===== src/rtl/pc_pkg.sv =====
// ---------------------------------------------------------------------------
// pc_pkg
// Shared definitions for the instruction-fetch program counter slice:
//   RESET_VEC_DEF : PC loaded on reset (default for fetch_pc RESET_VEC)
//   PC_INC        : sequential fetch increment in bytes
//   pc_sel_e      : next-PC source select, listed in decreasing priority
//   isMisaligned  : helper flagging a target that is not word aligned
// Optional feature macro used by fetch_pc: FETCH_PC_MISALIGN_CHK_EN
// ---------------------------------------------------------------------------
package pc_pkg;

  localparam logic [31:0] RESET_VEC_DEF = 32'hBFC0_0000;
  localparam int unsigned PC_INC        = 4;

  typedef enum logic [2:0] {
    SEL_RST,
    SEL_TRAP,
    SEL_HOLD,
    SEL_JALR,
    SEL_BR,
    SEL_SEQ
  } pc_sel_e;

  // A target is misaligned when either of its two low bits is set.
  function automatic logic isMisaligned(input logic [1:0] lsbs);
    return (lsbs != 2'b00);
  endfunction

endpackage


===== src/rtl/ras_stack.sv =====
// ---------------------------------------------------------------------------
// ras_stack
// Return-address stack kept as a circular buffer. A push writes one slot
// above the current top and advances the top pointer; when the buffer is
// already full the oldest entry is silently overwritten. Pops retreat the
// pointer and are ignored when empty. Push and pop together replace the
// top entry in place (or act as a plain push when empty). Only the pointer
// and the occupancy count are cleared by reset or clear; entry contents
// are never cleared.
// Parameters:
//   XLEN      : entry width in bits
//   RAS_DEPTH : number of entries (power of 2, 2..16)
// Ports:
//   clk   in   clock, rising edge
//   rst   in   synchronous active-low reset (0 = reset)
//   push  in   push din
//   pop   in   pop the top entry
//   clear in   empty the stack (count and top pointer to 0)
//   din   in   value to push / replace with
//   top   out  entry at the top pointer (don't-care when valid=0)
//   valid out  stack non-empty
// ---------------------------------------------------------------------------
module ras_stack
  import pc_pkg::*;
#(
  parameter int XLEN      = 32,
  parameter int RAS_DEPTH = 4
) (
  input  logic            clk,
  input  logic            rst,
  input  logic            push,
  input  logic            pop,
  input  logic            clear,
  input  logic [XLEN-1:0] din,
  output logic [XLEN-1:0] top,
  output logic            valid
);

  localparam int PW = $clog2(RAS_DEPTH);
  localparam int CW = $clog2(RAS_DEPTH + 1);
  localparam logic [CW-1:0] FULL_COUNT = CW'(RAS_DEPTH);

  logic [XLEN-1:0] r_mem [RAS_DEPTH];
  logic [PW-1:0]   r_top;
  logic [CW-1:0]   r_count;

  logic            w_empty;
  logic            w_replace;
  logic            w_doPush;
  logic            w_doPop;
  logic            w_live;
  logic [PW-1:0]   w_topInc;
  logic [PW-1:0]   w_topDec;

  // Decode the requested operation. A combined push+pop on a non-empty
  // stack is an in-place replace; on an empty stack it degrades to a push.
  // A pop on an empty stack is dropped entirely so neither the pointer nor
  // the count can underflow. Pointer arithmetic wraps naturally because
  // the depth is a power of two.
  always_comb begin
    w_empty   = (r_count == '0);
    w_live    = rst && !clear;
    w_replace = push && pop && !w_empty;
    w_doPush  = push && !w_replace;
    w_doPop   = pop && !push && !w_empty;
    w_topInc  = r_top + 1'b1;
    w_topDec  = r_top - 1'b1;
  end

  // Pointer and occupancy. Reset and clear both empty the stack; the count
  // saturates at the depth so a push onto a full stack keeps it full while
  // the pointer moves on over the oldest entry.
  always_ff @(posedge clk) begin
    if (!rst) begin
      r_top   <= '0;
      r_count <= '0;
    end else if (clear) begin
      r_top   <= '0;
      r_count <= '0;
    end else if (w_doPush) begin
      r_top   <= w_topInc;
      r_count <= (r_count == FULL_COUNT) ? r_count : r_count + 1'b1;
    end else if (w_doPop) begin
      r_top   <= w_topDec;
      r_count <= r_count - 1'b1;
    end
  end

  // Entry storage. There is deliberately no reset here: contents survive
  // reset and clear, and writes are suppressed on those edges so that a
  // reset arriving mid-operation never leaves a half-applied push behind.
  always_ff @(posedge clk) begin
    if (w_live) begin
      if (w_doPush) begin
        r_mem[w_topInc] <= din;
      end else if (w_replace) begin
        r_mem[r_top] <= din;
      end
    end
  end

  // The prediction is simply whatever sits at the top pointer.
  always_comb begin
    top   = r_mem[r_top];
    valid = !w_empty;
  end

endmodule


===== src/rtl/fetch_pc.sv =====
// ---------------------------------------------------------------------------
// fetch_pc
// Program counter for the fetch stage with a return-address-stack predictor.
// Next-PC priority: reset > trap > stall (hold) > JALR > branch/JAL > pc+4.
// A trap redirects even while stalled and empties the return stack.
// Optional feature macro: FETCH_PC_MISALIGN_CHK_EN
//   defined   : a selected JALR/branch target whose low two bits are not zero
//               redirects to trap_vec instead, pulses misalign for one cycle
//               and leaves the return stack untouched on that edge.
//   undefined : targets are loaded unchecked and misalign is tied to 0.
// Parameters:
//   XLEN      : PC and target width
//   RESET_VEC : PC after reset (and before the first reset in simulation)
//   RAS_DEPTH : return-address-stack entries (power of 2, 2..16)
// Ports:
//   clk       in   clock, rising edge
//   rst       in   synchronous active-low reset (0 = reset)
//   en        in   advance enable; 0 = stall, all state held
//   pc_src    in   take branch/JAL target
//   pc_target in   branch/JAL target
//   jalr      in   JALR in flight
//   alu_out   in   JALR target (rs1+imm)
//   is_call   in   current instruction is a call
//   is_ret    in   current instruction is a return
//   trap      in   trap redirect request
//   trap_vec  in   trap handler address
//   pc        out  current PC
//   pc_plus4  out  pc+4 (combinational, wraps silently)
//   ras_top   out  predicted return address
//   ras_valid out  return stack non-empty
//   misalign  out  registered misaligned-target flag
// ---------------------------------------------------------------------------
module fetch_pc
  import pc_pkg::*;
#(
  parameter int              XLEN      = 32,
  parameter logic [XLEN-1:0] RESET_VEC = XLEN'(RESET_VEC_DEF),
  parameter int              RAS_DEPTH = 4
) (
  input  logic            clk,
  input  logic            rst,
  input  logic            en,
  input  logic            pc_src,
  input  logic [XLEN-1:0] pc_target,
  input  logic            jalr,
  input  logic [XLEN-1:0] alu_out,
  input  logic            is_call,
  input  logic            is_ret,
  input  logic            trap,
  input  logic [XLEN-1:0] trap_vec,
  output logic [XLEN-1:0] pc,
  output logic [XLEN-1:0] pc_plus4,
  output logic [XLEN-1:0] ras_top,
  output logic            ras_valid,
  output logic            misalign
);

  // The declaration value gives simulation a defined PC before the first
  // reset edge; synthesis targets that honour register init values use it
  // too, and the synchronous reset covers everything else.
  logic [XLEN-1:0] r_pc = RESET_VEC;

  pc_sel_e         w_sel;
  logic [XLEN-1:0] w_pcPlus4;
  logic [XLEN-1:0] w_jalrTarget;
  logic [XLEN-1:0] w_nextPc;
  logic            w_misTake;
  logic            w_rasEn;
  logic            w_push;
  logic            w_pop;
  logic            w_clear;

  // Sequential successor and the JALR target with bit 0 forced low.
  always_comb begin
    w_pcPlus4    = r_pc + XLEN'(PC_INC);
    w_jalrTarget = {alu_out[XLEN-1:1], 1'b0};
  end

  // Resolve the next-PC source strictly by priority. JALR beats a
  // simultaneous branch because the JALR target is the later-computed,
  // architecturally correct one.
  always_comb begin
    w_sel = SEL_SEQ;
    if (!rst) begin
      w_sel = SEL_RST;
    end else if (trap) begin
      w_sel = SEL_TRAP;
    end else if (!en) begin
      w_sel = SEL_HOLD;
    end else if (jalr) begin
      w_sel = SEL_JALR;
    end else if (pc_src) begin
      w_sel = SEL_BR;
    end
  end

  // Misaligned-target detection. For JALR the raw alu_out low bits are
  // examined, so an odd rs1+imm is reported even though bit 0 would
  // otherwise be cleared when forming the target.
  always_comb begin
    w_misTake = 1'b0;
`ifdef FETCH_PC_MISALIGN_CHK_EN
    if (w_sel == SEL_JALR) begin
      w_misTake = isMisaligned(alu_out[1:0]);
    end else if (w_sel == SEL_BR) begin
      w_misTake = isMisaligned(pc_target[1:0]);
    end
`endif
  end

  // Next-PC mux. A misaligned redirect (only possible with the check
  // enabled) is diverted to the trap handler.
  always_comb begin
    w_nextPc = w_pcPlus4;
    case (w_sel)
      SEL_RST:  w_nextPc = RESET_VEC;
      SEL_TRAP: w_nextPc = trap_vec;
      SEL_HOLD: w_nextPc = r_pc;
      SEL_JALR: w_nextPc = w_misTake ? trap_vec : w_jalrTarget;
      SEL_BR:   w_nextPc = w_misTake ? trap_vec : pc_target;
      SEL_SEQ:  w_nextPc = w_pcPlus4;
      default:  w_nextPc = w_pcPlus4;
    endcase
  end

  // The return stack only moves on an edge where the PC genuinely
  // advances: not in reset, trap, stall, or a misaligned diversion.
  // Traps empty it in the same edge they redirect the PC.
  always_comb begin
    w_rasEn = ((w_sel == SEL_JALR) || (w_sel == SEL_BR) || (w_sel == SEL_SEQ))
              && !w_misTake;
    w_push  = w_rasEn && is_call;
    w_pop   = w_rasEn && is_ret;
    w_clear = (w_sel == SEL_TRAP);
  end

  // PC register with synchronous active-low reset.
  always_ff @(posedge clk) begin
    if (!rst) begin
      r_pc <= RESET_VEC;
    end else begin
      r_pc <= w_nextPc;
    end
  end

`ifdef FETCH_PC_MISALIGN_CHK_EN
  logic r_misalign;

  // The flag is rewritten every edge, so it is high for exactly the one
  // cycle following the diverted redirect.
  always_ff @(posedge clk) begin
    if (!rst) begin
      r_misalign <= 1'b0;
    end else begin
      r_misalign <= w_misTake;
    end
  end

  assign misalign = r_misalign;
`else
  assign misalign = 1'b0;
`endif

  ras_stack #(
    .XLEN      (XLEN),
    .RAS_DEPTH (RAS_DEPTH)
  ) u_ras (
    .clk   (clk),
    .rst   (rst),
    .push  (w_push),
    .pop   (w_pop),
    .clear (w_clear),
    .din   (w_pcPlus4),
    .top   (ras_top),
    .valid (ras_valid)
  );

  assign pc       = r_pc;
  assign pc_plus4 = w_pcPlus4;

endmodule


===== config.mk =====
export PLATFORM = sky130hd
export DESIGN_NAME = fetch_pc
export DESIGN_NICKNAME = d
export VERILOG_FILES = /design/src/rtl/pc_pkg.sv /design/src/rtl/ras_stack.sv /design/src/rtl/fetch_pc.sv
export SDC_FILE = /design/constraint.sdc
export NUM_CORES = 1
export LEC_CHECK = 0
export ABC_AREA = 1
export BUFFER_PORTS_ARGS = -buffer_cell sky130_fd_sc_hd__buf_2
export CAP_MARGIN = 5
export CORE_ASPECT_RATIO = 0.8
export CORE_MARGIN = 5
export CORE_UTILIZATION = 35
export CTS_CLUSTER_DIAMETER = 50
export DETAILED_ROUTE_END_ITERATION = 12
export SKIP_CTS_REPAIR_TIMING = 1
export SLEW_MARGIN = 20
export SYNTH_ARGS = -nofsm -noshare
export SYNTH_HDL_FRONTEND = slang
export SYNTH_HIERARCHICAL = 1
export SYNTH_SLANG_ARGS = --single-unit

===== constraint.sdc =====
create_clock -name clk -period 5.05 [get_ports clk]
set_clock_uncertainty 0.05 [all_clocks]
set_input_delay 1.515 -clock clk [delete_from_list [all_inputs] [get_ports clk]]
set_output_delay 1.515 -clock clk [all_outputs]
set_load 0.005 [all_outputs]

==> results of run 1 <==
==> logic make-up after synthesis <==
family	count (synthesis)	synth area share [%]
flops	167	57.3
other cells	1	0.0464
fa+ha+maj	2	0.403
buf+inv	81	4.40
compound gates	144	9.78
xor+xnor	15	1.63
simple gates	494	26.5
==> power by group <==
part	total (mW)	internal [mW]	leakage, nW	switching [mW]
Combinational	0.324	0.123	2.34	0.201
Clock	1.23	0.685	0.273	0.544
Sequential	1.55	1.51	1.45	0.0382
==> layout by cell type (no fill, tap or decap), types with 5 or more instances in the layout <==
master and instances:
sky130_fd_sc_hd__a21oi_1 22, sky130_fd_sc_hd__dfxtp_1 38, sky130_fd_sc_hd__o21ai_1 5, sky130_fd_sc_hd__nand3_1 61, sky130_fd_sc_hd__edfxtp_1 128, sky130_fd_sc_hd__nor2_4 6
sky130_fd_sc_hd__nor2_1 155, sky130_fd_sc_hd__a22oi_1 7, sky130_fd_sc_hd__xor2_1 11, sky130_fd_sc_hd__o21ai_0 74, sky130_fd_sc_hd__nand2_2 10, sky130_fd_sc_hd__buf_4 17
sky130_fd_sc_hd__nand4_1 9, sky130_fd_sc_hd__nor2_2 9, sky130_fd_sc_hd__nand2_1 225, sky130_fd_sc_hd__nand3b_1 10, sky130_fd_sc_hd__o22ai_1 32, sky130_fd_sc_hd__inv_1 36
sky130_fd_sc_hd__clkbuf_16 17, sky130_fd_sc_hd__buf_2 199
==> worst max path at each step <==
stage	from	end	cells past startpoint
2_1_floorplan	rst	u_ras/r_mem[0][0]	13
3_3_place_gp	rst	u_ras/r_mem[0][30]	12
3_5_place_dp	rst	u_ras/r_mem[0][30]	12
4_1_cts	pc[3]	pc_plus4[14]	5
5_1_grt	pc[3]	pc_plus4[14]	5
6_report	pc[3]	pc_plus4[14]	5
==> metrics by stage <==
stage / instances / setup WS (ns)
CTS: 1415 / 0.937
global placement: 1383 / 0.918
floorplan: 904 / 0.275
detailed placement: 1383 / 0.847
global route: 1415 / 0.808
finish: 1415 / 1.01
==> tightest hold or removal path, cell delays in order (launching register included) <==
cell                      delay (ns)
sky130_fd_sc_hd__dfxtp_1        0.34
sky130_fd_sc_hd__nand2_1        0.07
sky130_fd_sc_hd__nand2_1        0.05
==> final cells by class <==
cell class | count | area, um^2
clock inverters | 13 | 120
flip-flops and latches | 167 | 4630
inverters | 38 | 144
repair buffers | 216 | 1120
well taps | 306 | 383
multi-input cells | 656 | 3110
clock buffers | 19 | 433
fillers | 2226 | 12700
==> flip-flops by register name, indices dropped and copies added, names as in the netlist, named ones only <==
register / flops
u_ras/r_count: 3
pc: 32
u_ras/r_top: 2
u_ras/r_mem: 128
==> per-layer routing <==
| metal | global-route usage, % | wire (um) | up-vias | share of wire [%] |
|---|---|---|---|---|
| li1 | - | - | 3455 | - |
| met1 | 25.9 | 11500 | 3230 | 47 |
| met2 | 29.2 | 11100 | 201 | 45 |
| met3 | 4.82 | 1720 | 9 | 7.0 |
| met4 | 2.89 | 126 | 0 | 0.52 |
| met5 | 0 | 0 | - | 0 |
==> impl_metrics.csv, run 1 <==
group,metric,value,unit
floorplan,floorplan.initialDensity,35.7,%
sta,finalSetupViolCount,0,
critical_path,timing.critical_path.fanout_max,6,
floorplan,fp.dieH,146,um
synth,seq_area_frac_synth,57.3,%
global_route,grt_start_max_net_pins,65,
drt,wire_length_per_cell,17.3,um
synth,yosysMostFrequentCell,"sky130_fd_sc_hd__nand2_1",
pwr,power_per_cell_area,313,nW/um^2
pwr,worst_ir_drop_vdd,0.232,mV
placed_design,detailedPlacementHpwl,17.8,mm
sta,final.setup.tns,0,ns
sta,hold_viol_final,0,
synth,synth_nets,1010,
critical_path,cp.arrival,2.47,ns
global_route,grt-ovfl-total,0,
floorplan,floorplan.die.width,180,um
placed_design,buffer_ports.inserted,199,
worst_hold_path,min_to,"pc[30]",
sta,worst_pin_slew,0.770,ns
worst_hold_path,hold_path_startpoint,"pc[30]",
synth,syn_avg_cell_area,8.93,um^2
critical_path,worst_ep_required_time,3.49,ns
pwr,lkg_pwr,4.07,nW
critical_path,r2r_start,"pc[3]",
final_layout,area.growth.synth_to_final,23.0,%
final_layout,antenna_cells,0,
synth,synth_enable_flop_cells,128,
cts,tritoncts.num_buffers,17,
critical_path,rrSetupSlack,2.88,ns
cts,cts-root-to-sink-buffers,2,
global_route,antenna_found_initial,0,
floorplan,design.core.area,22600,um^2
synth,synthDistinctLibCells,36,
drt,drt_iter0_markers,541,
critical_path,setup.worst_path.end_class,"output pin",
synth,count_of_warnings_emitted_by_yosys,6,
synth,synthTopCellsByCount,"sky130_fd_sc_hd__nand2_1, sky130_fd_sc_hd__nor2_1, sky130_fd_sc_hd__edfxtp_1",
pwr,power,3.10,mW
sta,rsz0062_at_grt,"false",
sta,timing.final.crit_period,4.04,ns
worst_hold_path,holdPathStages,2,
cts,cts.clk_slew.worst_paths,0.07,ns
drt,totalWireLength,24.4,mm
placed_design,gp_congestion,0.851,
cts,cts_tree,"done",
sta,number_of_pins_with_negative_max_slew_slack_in_the_final_report,0,
critical_path,r2r.worst_path.cells,4,
global_route,gr-usage-all-layers,18.4,%
synth,synth.top_cell.area_share,47.6,%
drt,drtPass1Iterations,5,
drt,vias_per_cell,4.87,
cts,worstSkewPairLatency,0.42,ns
critical_path,crit_type,"reg2out",
critical_path,cp_slowest_cell,"sky130_fd_sc_hd__xor2_1",
drt,post-route-drc-count,0,
critical_path,r2r_end,"u_ras/r_mem[0][14]",
sta,hold-worst-slack,0.450,ns
placed_design,placed_cell_area,9380,um^2
critical_path,crit_buf_inv,1,
global_route,grt_first_pass_wirelength,37.9,mm
final_layout,post_route_cells_drive_above_1_share,25.2,%
synth,synth_top_cells_by_area,"sky130_fd_sc_hd__edfxtp_1, sky130_fd_sc_hd__nand2_1, sky130_fd_sc_hd__dfxtp_1",
sta,post-route-period-util,79.9,%
synth,synthesis.instances,904,
critical_path,crit_path_cell_trace,"ha_1 -> nand3_1 -> nor2_2 -> xor2_1 -> buf_2",
synth,yosys_register_bits,167,
synth,synthesis.area,8080,um^2
synth,post_synth_arst_share,0,%
final_layout,stdcell_area,9940,um^2
global_route,grt_pass1_vias,6703,
critical_path,critical_path.startpoint_type,"flip-flop",
cts,clock_tree_root_buffer_cell,"sky130_fd_sc_hd__clkbuf_16",
floorplan,ios,202,
floorplan,design.die.area,26200,um^2
drt,ant_nets,0,
sta,clock.fmax,0.248,GHz
synth,synth_largest_area_cell,"sky130_fd_sc_hd__edfxtp_1",
job,cap_violations,0,
final_layout,utilization,43.9,%
critical_path,path_delay_family,"XOR/XNOR gates",
final_layout,finalNetCount,1202,
outcome,outcome,"finished, final reports clean",
synth,synth_top_flop_cell,"sky130_fd_sc_hd__edfxtp_1",
critical_path,max_stage_delay,0.62,ns
cts,htree_levels,4,
cts,tritoncts_num_sinks,167,
worst_hold_path,min_path_type,"reg2reg",
floorplan,site_rows,49,
sta,slew-limit-headroom,48.6,%
drt,route.vias.total,6895,
Note: power is estimated with default switching activity, not from simulation.
==> run 2, diff against run 1 <==
--- a/config.mk
+++ b/config.mk
@@ -5,7 +5,7 @@
 export SDC_FILE = /design/constraint.sdc
 export NUM_CORES = 1
 export LEC_CHECK = 0
-export ABC_AREA = 1
+export ABC_AREA = 0
 export BUFFER_PORTS_ARGS = -buffer_cell sky130_fd_sc_hd__buf_2
 export CAP_MARGIN = 5
 export CORE_ASPECT_RATIO = 0.8
==> constraint.sdc (replaced) <==
create_clock -name clk -period 3.5 [get_ports clk]
set_clock_uncertainty 0.05 [all_clocks]
set_input_delay 1.05 -clock clk [delete_from_list [all_inputs] [get_ports clk]]
set_output_delay 1.05 -clock clk [all_outputs]
set_load 0.005 [all_outputs]
==> run 2 against run 1 <==
Effect of this change: power grew 48%; worst hold slack gained 0.048 ns; flip-flop and latch count unchanged; area after synthesis fell by 4.0%; critical path type unchanged; critical endpoint is now pc_plus4[28].
==> impl_metrics.csv, run 2 <==
group,metric,value,unit
cts,htree_levels,4,
sta,hold_viol_final,0,
worst_hold_path,min_path_type,"reg2reg",
drt,post-route-drc-count,0,
drt,totalWireLength,24.2,mm
drt,wire_length_per_cell,21.4,um
final_layout,largest_reg_flops,128,
sta,hold-worst-slack,0.498,ns
critical_path,crit_buf_inv,2,
synth,synth_top_flop_cell,"sky130_fd_sc_hd__edfxtp_1",
floorplan,design.die.area,25300,um^2
job,cap_violations,0,
synth,synth.top_cell.area_share,49.6,%
critical_path,worst_setup_path_endpoint,"pc_plus4[28]",
drt,drtPass1Iterations,5,
synth,synthTopCellsByCount,"sky130_fd_sc_hd__edfxtp_1, sky130_fd_sc_hd__nand2_1, sky130_fd_sc_hd__dfxtp_1",
final_layout,instances_no_fill,1130,
cts,cts_tree,"done",
floorplan,floorplan.die.width,176,um
critical_path,max_stage_delay,0.40,ns
critical_path,r2r.worst_path.cells,6,
synth,yosysMostFrequentCell,"sky130_fd_sc_hd__edfxtp_1",
synth,yosys_register_bits,167,
placed_design,placed_cells_incl_taps,1092,
critical_path,rrSetupSlack,1.29,ns
global_route,gr-usage-all-layers,19.1,%
final_layout,final_cell_mix,"sky130_fd_sc_hd__buf_2, sky130_fd_sc_hd__edfxtp_1, sky130_fd_sc_hd__nand2_1",
final_layout,mostFrequentLayoutCell,"sky130_fd_sc_hd__buf_2",
synth,synthesis.area,7760,um^2
final_layout,area.growth.synth_to_final,30.0,%
critical_path,path_delay_family,"simple AND/OR/NAND/NOR gates",
final_layout,seqCellArea,4640,um^2
critical_path,setup.worst_path.end_class,"output pin",
drt,route.vias.total,6053,
floorplan,ios,202,
sta,post-route-period-util,96.0,%
synth,synth_enable_flop_cells,128,
cts,cts-root-to-sink-buffers,2,
final_layout,utilization,46.5,%
synth,seq_area_frac_synth,59.6,%
synth,synth_top_cells_by_area,"sky130_fd_sc_hd__edfxtp_1, sky130_fd_sc_hd__dfxtp_1, sky130_fd_sc_hd__mux4_2",
global_route,grt_start_max_net_pins,33,
cts,tritoncts_num_sinks,167,
placed_design,detailedPlacementHpwl,17.9,mm
critical_path,cp_num_cells,6,
drt,ant_nets,0,
synth,synth_nets,696,
cts,worstSkewPairLatency,0.43,ns
global_route,grt_first_pass_wirelength,36.0,mm
pwr,power_per_cell_area,455,nW/um^2
critical_path,cp_slowest_cell,"sky130_fd_sc_hd__dfxtp_2",
synth,synthDistinctLibCells,68,
placed_design,buffer_ports.inserted,199,
critical_path,r2r_end,"u_ras/r_count[1]",
sta,number_of_pins_with_negative_max_slew_slack_in_the_final_report,0,
critical_path,worst_ep_required_time,2.40,ns
critical_path,timing.critical_path.fanout_max,8,
sta,worst_pin_slew,0.722,ns
critical_path,critical_path.startpoint_type,"flip-flop",
critical_path,r2r_start,"u_ras/r_count[0]",
global_route,grt_pass1_vias,5908,
drt,drt_iter0_markers,495,
global_route,grt-ovfl-total,0,
final_layout,max_flop_register,"u_ras/r_mem",
final_layout,multi_input_area,3050,um^2
synth,count_of_warnings_emitted_by_yosys,6,
critical_path,crit_type,"reg2out",
floorplan,site_rows,48,
global_route,antenna_found_initial,2,
floorplan,fp.dieH,143,um
floorplan,design.core.area,21700,um^2
synth,post_synth_arst_share,0,%
sta,finalSetupViolCount,0,
sta,timing.final.crit_period,3.36,ns
final_layout,nFillCells,2026,
pwr,lkg_pwr,3.75,nW
cts,clock_tree_root_buffer_cell,"sky130_fd_sc_hd__clkbuf_16",
cts,cts.clk_slew.worst_paths,0.07,ns
placed_design,gp_congestion,0.858,
synth,synthesis.instances,590,
cts,tritoncts.num_buffers,17,
final_layout,post_route_cells_drive_above_1_share,43.4,%
floorplan,floorplan.initialDensity,35.8,%
critical_path,cp.arrival,2.26,ns
sta,clock.fmax,0.298,GHz
sta,slew-limit-headroom,51.9,%
critical_path,crit_path_cell_trace,"and4_4 -> nand4_1 -> nor3_2 -> buf_4 -> xor2_4 -> buf_2",
final_layout,finalNetCount,922,
pwr,worst_ir_drop_vdd,0.344,mV
synth,synth_largest_area_cell,"sky130_fd_sc_hd__edfxtp_1",
synth,syn_avg_cell_area,13.1,um^2
pwr,power,4.58,mW
drt,vias_per_cell,5.36,
critical_path,setup_crit_start,"pc[4]",
outcome,outcome,"finished, final reports clean",
## run 2: cell count changes after synthesis, moves of 10 or more
cell | before | now
sky130_fd_sc_hd__o21ai_0 | 74 | 31
sky130_fd_sc_hd__nor2_1 | 159 | 18
sky130_fd_sc_hd__o22ai_1 | 32 | 3
sky130_fd_sc_hd__a221oi_1 | 0 | 14
sky130_fd_sc_hd__nand4_1 | 9 | 21
sky130_fd_sc_hd__nand2_2 | 10 | 0
sky130_fd_sc_hd__inv_1 | 36 | 7
sky130_fd_sc_hd__mux4_2 | 0 | 32
sky130_fd_sc_hd__nand2_1 | 225 | 60
sky130_fd_sc_hd__nand3b_1 | 10 | 0
sky130_fd_sc_hd__xnor2_1 | 4 | 18
sky130_fd_sc_hd__a21oi_1 | 22 | 35
sky130_fd_sc_hd__nand3_1 | 61 | 16
## run 2: cells by family after synthesis
group,after synthesis,share of synthesized area (%)
flip-flops,167,59.6
other,1,0.0483
AO/OA/AOI/OAI,132,11.7
AND/OR/NAND/NOR,178,12.5
multiplexers,32,9.29
XOR/XNOR,30,3.48
adder cells (fa/ha/maj),2,0.419
buffers and inverters,48,2.92
## run 2: worst min path at each step
stage | start | endpoint | slack [ns] | cells past startpoint
6_report | pc[16] | pc[16] | 0.50 | 1
5_1_grt | pc[2] | pc[2] | 0.52 | 1
4_1_cts | pc[1] | u_ras/r_mem[0][1] | 0.51 | 0
3_5_place_dp | pc[1] | u_ras/r_mem[3][1] | 0.50 | 0
3_3_place_gp | pc[1] | u_ras/r_mem[3][1] | 0.50 | 0
2_1_floorplan | pc[0] | u_ras/r_mem[0][0] | 0.47 | 0
## run 2: area by class of cell
cell class | count | area share (%)
Sequential cell | 167 | 46.1
Multi-Input combinational cell | 375 | 30.2
Timing Repair Buffer | 248 | 13.9
Clock buffer | 18 | 4.26
Tap cell | 300 | 3.72
Clock inverter | 14 | 1.54
Inverter | 7 | 0.261
Antenna cell | 1 | 0.0248
## run 2: through the flow
stage	setup slack, ns	TNS [ns]	instance area [um^2]
after floorplan	0.0850	0	7810
after global placement	0.213	0	9330
after CTS	-0.343	-1.92	9920
final	0.142	0	10100
after detailed placement	0.141	0	9330
after global routing	-0.00990	-0.00990	10100
## run 2: report_power, final
| group | internal, mW | switching, mW | leakage, nW |
|---|---|---|---|
| registers | 2.19 | 0.0657 | 1.49 |
| logic | 0.216 | 0.257 | 1.98 |
| clock network | 1.01 | 0.842 | 0.277 |
| total | 3.42 | 1.16 | 3.75 |
## run 2: layer usage
layer / vias up / track usage [%] / wire length [um]
met5: - / 0 / 13
met4: 2 / 4.97 / 281
met3: 21 / 3.94 / 1600
met2: 216 / 29.5 / 11200
met1: 3027 / 27.8 / 11100
li1: 2787 / - / -
==> run 3, diff against run 2 <==
--- a/config.mk
+++ b/config.mk
@@ -7,12 +7,13 @@
 export LEC_CHECK = 0
 export ABC_AREA = 0
 export BUFFER_PORTS_ARGS = -buffer_cell sky130_fd_sc_hd__buf_2
-export CAP_MARGIN = 5
+export CAP_MARGIN = 40
 export CORE_ASPECT_RATIO = 0.8
 export CORE_MARGIN = 5
 export CORE_UTILIZATION = 35
 export CTS_CLUSTER_DIAMETER = 50
 export DETAILED_ROUTE_END_ITERATION = 12
+export PLACE_DENSITY = 0.71
 export SKIP_CTS_REPAIR_TIMING = 1
 export SLEW_MARGIN = 20
 export SYNTH_ARGS = -nofsm -noshare
==> run 3 against run 2 <==
Effect of this change: register-to-register slack got worse by 0.05 ns; power decreased by 2.4%; highest routed layer unchanged; largest cell class unchanged; clock power decreased by 6%; combinational power increased by 5.5%; cell area decreased by 0.20%.
==> impl_metrics.csv, run 3 (synthesis results as in run 2) <==
group,metric,value,unit
outcome,outcome,"finished, final reports clean",
floorplan,floorplan.die.width,176,um
sta,number_of_pins_with_negative_max_slew_slack_in_the_final_report,0,
drt,totalWireLength,24.8,mm
sta,clock.fmax,0.293,GHz
final_layout,multi_input_area,3040,um^2
worst_hold_path,min_path_type,"reg2reg",
sta,slew-limit-headroom,50.6,%
drt,route.vias.total,6141,
final_layout,post_route_cells_drive_above_1_share,43.3,%
floorplan,ios,202,
global_route,grt_first_pass_wirelength,36.2,mm
sta,worst_pin_slew,0.741,ns
floorplan,site_rows,48,
global_route,grt_pass1_vias,5990,
placed_design,gp_congestion,0.899,
critical_path,setup.worst_path.end_class,"output pin",
sta,timing.final.crit_period,3.41,ns
placed_design,detailedPlacementHpwl,17.9,mm
critical_path,cp.arrival,2.31,ns
cts,htree_levels,4,
cts,tritoncts_num_sinks,167,
cts,cts.clk_slew.worst_paths,0.06,ns
final_layout,finalNetCount,929,
global_route,grt-ovfl-total,0,
sta,final.setup.tns,0,ns
critical_path,crit_type,"reg2out",
final_layout,instances_no_fill,1137,
global_route,gr-usage-all-layers,19.3,%
drt,post-route-drc-count,0,
job,cap_violations,0,
pwr,power_per_cell_area,445,nW/um^2
floorplan,fp.dieH,143,um
final_layout,max_flop_register,"u_ras/r_mem",
pwr,lkg_pwr,3.76,nW
drt,wire_length_per_cell,21.8,um
critical_path,timing.critical_path.fanout_max,6,
placed_design,buffer_ports.inserted,199,
placed_design,placed_cells_incl_taps,1099,
final_layout,mostFrequentLayoutCell,"sky130_fd_sc_hd__buf_2",
floorplan,design.core.area,21700,um^2
final_layout,nFillCells,1987,
drt,drtPass1Iterations,7,
sta,fin_ws,0.0916,ns
sta,hold-worst-slack,0.500,ns
global_route,antenna_found_initial,1,
cts,cts-root-to-sink-buffers,2,
sta,hold_viol_final,0,
final_layout,seqCellArea,4640,um^2
final_layout,final_cell_mix,"sky130_fd_sc_hd__buf_2, sky130_fd_sc_hd__edfxtp_1, sky130_fd_sc_hd__nand2_1",
floorplan,design.die.area,25300,um^2
sta,post-route-period-util,97.4,%
global_route,grt_start_max_net_pins,33,
final_layout,largest_reg_flops,128,
pwr,worst_ir_drop_vdd,0.307,mV
cts,tritoncts.num_buffers,17,
cts,cts_tree,"done",
sta,rsz0062_at_grt,"true",
final_layout,area.growth.synth_to_final,29.7,%
pwr,power,4.47,mW
critical_path,critical_path.startpoint_type,"flip-flop",
global_route,grt_util_met2,30.0,%
cts,worstSkewPairLatency,0.42,ns
sta,finalSetupViolCount,0,
global_route,grt_max_usage_layer,"met2",
global_route,globalRouteMet3Util,4.53,%
drt,ant_nets,0,
cts,clock_tree_root_buffer_cell,"sky130_fd_sc_hd__clkbuf_16",
global_route,use_met1,27.3,%
placed_design,placement.setup.worst_slack,0.170,ns
drt,vias_per_cell,5.40,
critical_path,worst_ep_required_time,2.40,ns
floorplan,floorplan.initialDensity,35.8,%
drt,drt_iter0_markers,661,
## run 3: cell types whose count changed in the layout (fill, tap and decap cells not counted), sizes merged
| cell | previous run | this run |
|---|---|---|
| bufinv | 1 | 0 |
| clkbuf | 18 | 23 |
| clkinvlp | 3 | 1 |
| clkinv | 1 | 3 |
| buf | 248 | 255 |
| inv | 16 | 12 |
## run 3: metal layers
layer  vias up  wire length [um]
met5         -                13
met4         2               426
met3        32              1700
met2       260             11400
met1      3058             11200
li1       2789                 -
## run 3: through the flow
stage          utilization (%)  area [um^2]
2_1_floorplan                -         7810
3_3_place_gp              43.2         9370
3_5_place_dp              43.2         9370
4_1_cts                   45.7         9920
5_1_grt                   46.4        10100
6_report                  46.4        10100
## run 3: where the power goes
part           switching, mW  internal [mW]  total, mW
sequential            0.0536           2.19       2.24
combinational          0.273          0.226      0.499
clock                  0.757          0.974       1.73
total                   1.08           3.39       4.47
## run 3: layout make-up
type | count | area share, %
diodes | 1 | 0.0249
clock buffers | 23 | 4.76
clock inverters | 9 | 0.634
inverters | 7 | 0.261
multi-input cells | 375 | 30.2
flip-flops and latches | 167 | 46.1
well taps | 300 | 3.73
repair buffers | 255 | 14.3
## run 3: critical path, stage by stage (launching register included)
cell and delay [ns]:
sky130_fd_sc_hd__dfxtp_1 0.43, sky130_fd_sc_hd__and4_2 0.31, sky130_fd_sc_hd__nand2_1 0.11, sky130_fd_sc_hd__or3_4 0.46
sky130_fd_sc_hd__nor2_2 0.16, sky130_fd_sc_hd__xor2_2 0.25, sky130_fd_sc_hd__buf_2 0.17
## run 3: final timing paths
path	from	endpoint	slack (ns)	cells past startpoint
max	pc[20]	pc_plus4[30]	0.09	6
min	pc[1]	u_ras/r_mem[0][1]	0.50	0
max reg2reg	u_ras/r_count[0]	u_ras/r_count[1]	1.24	6
min reg2reg	pc[1]	u_ras/r_mem[0][1]	0.50	0
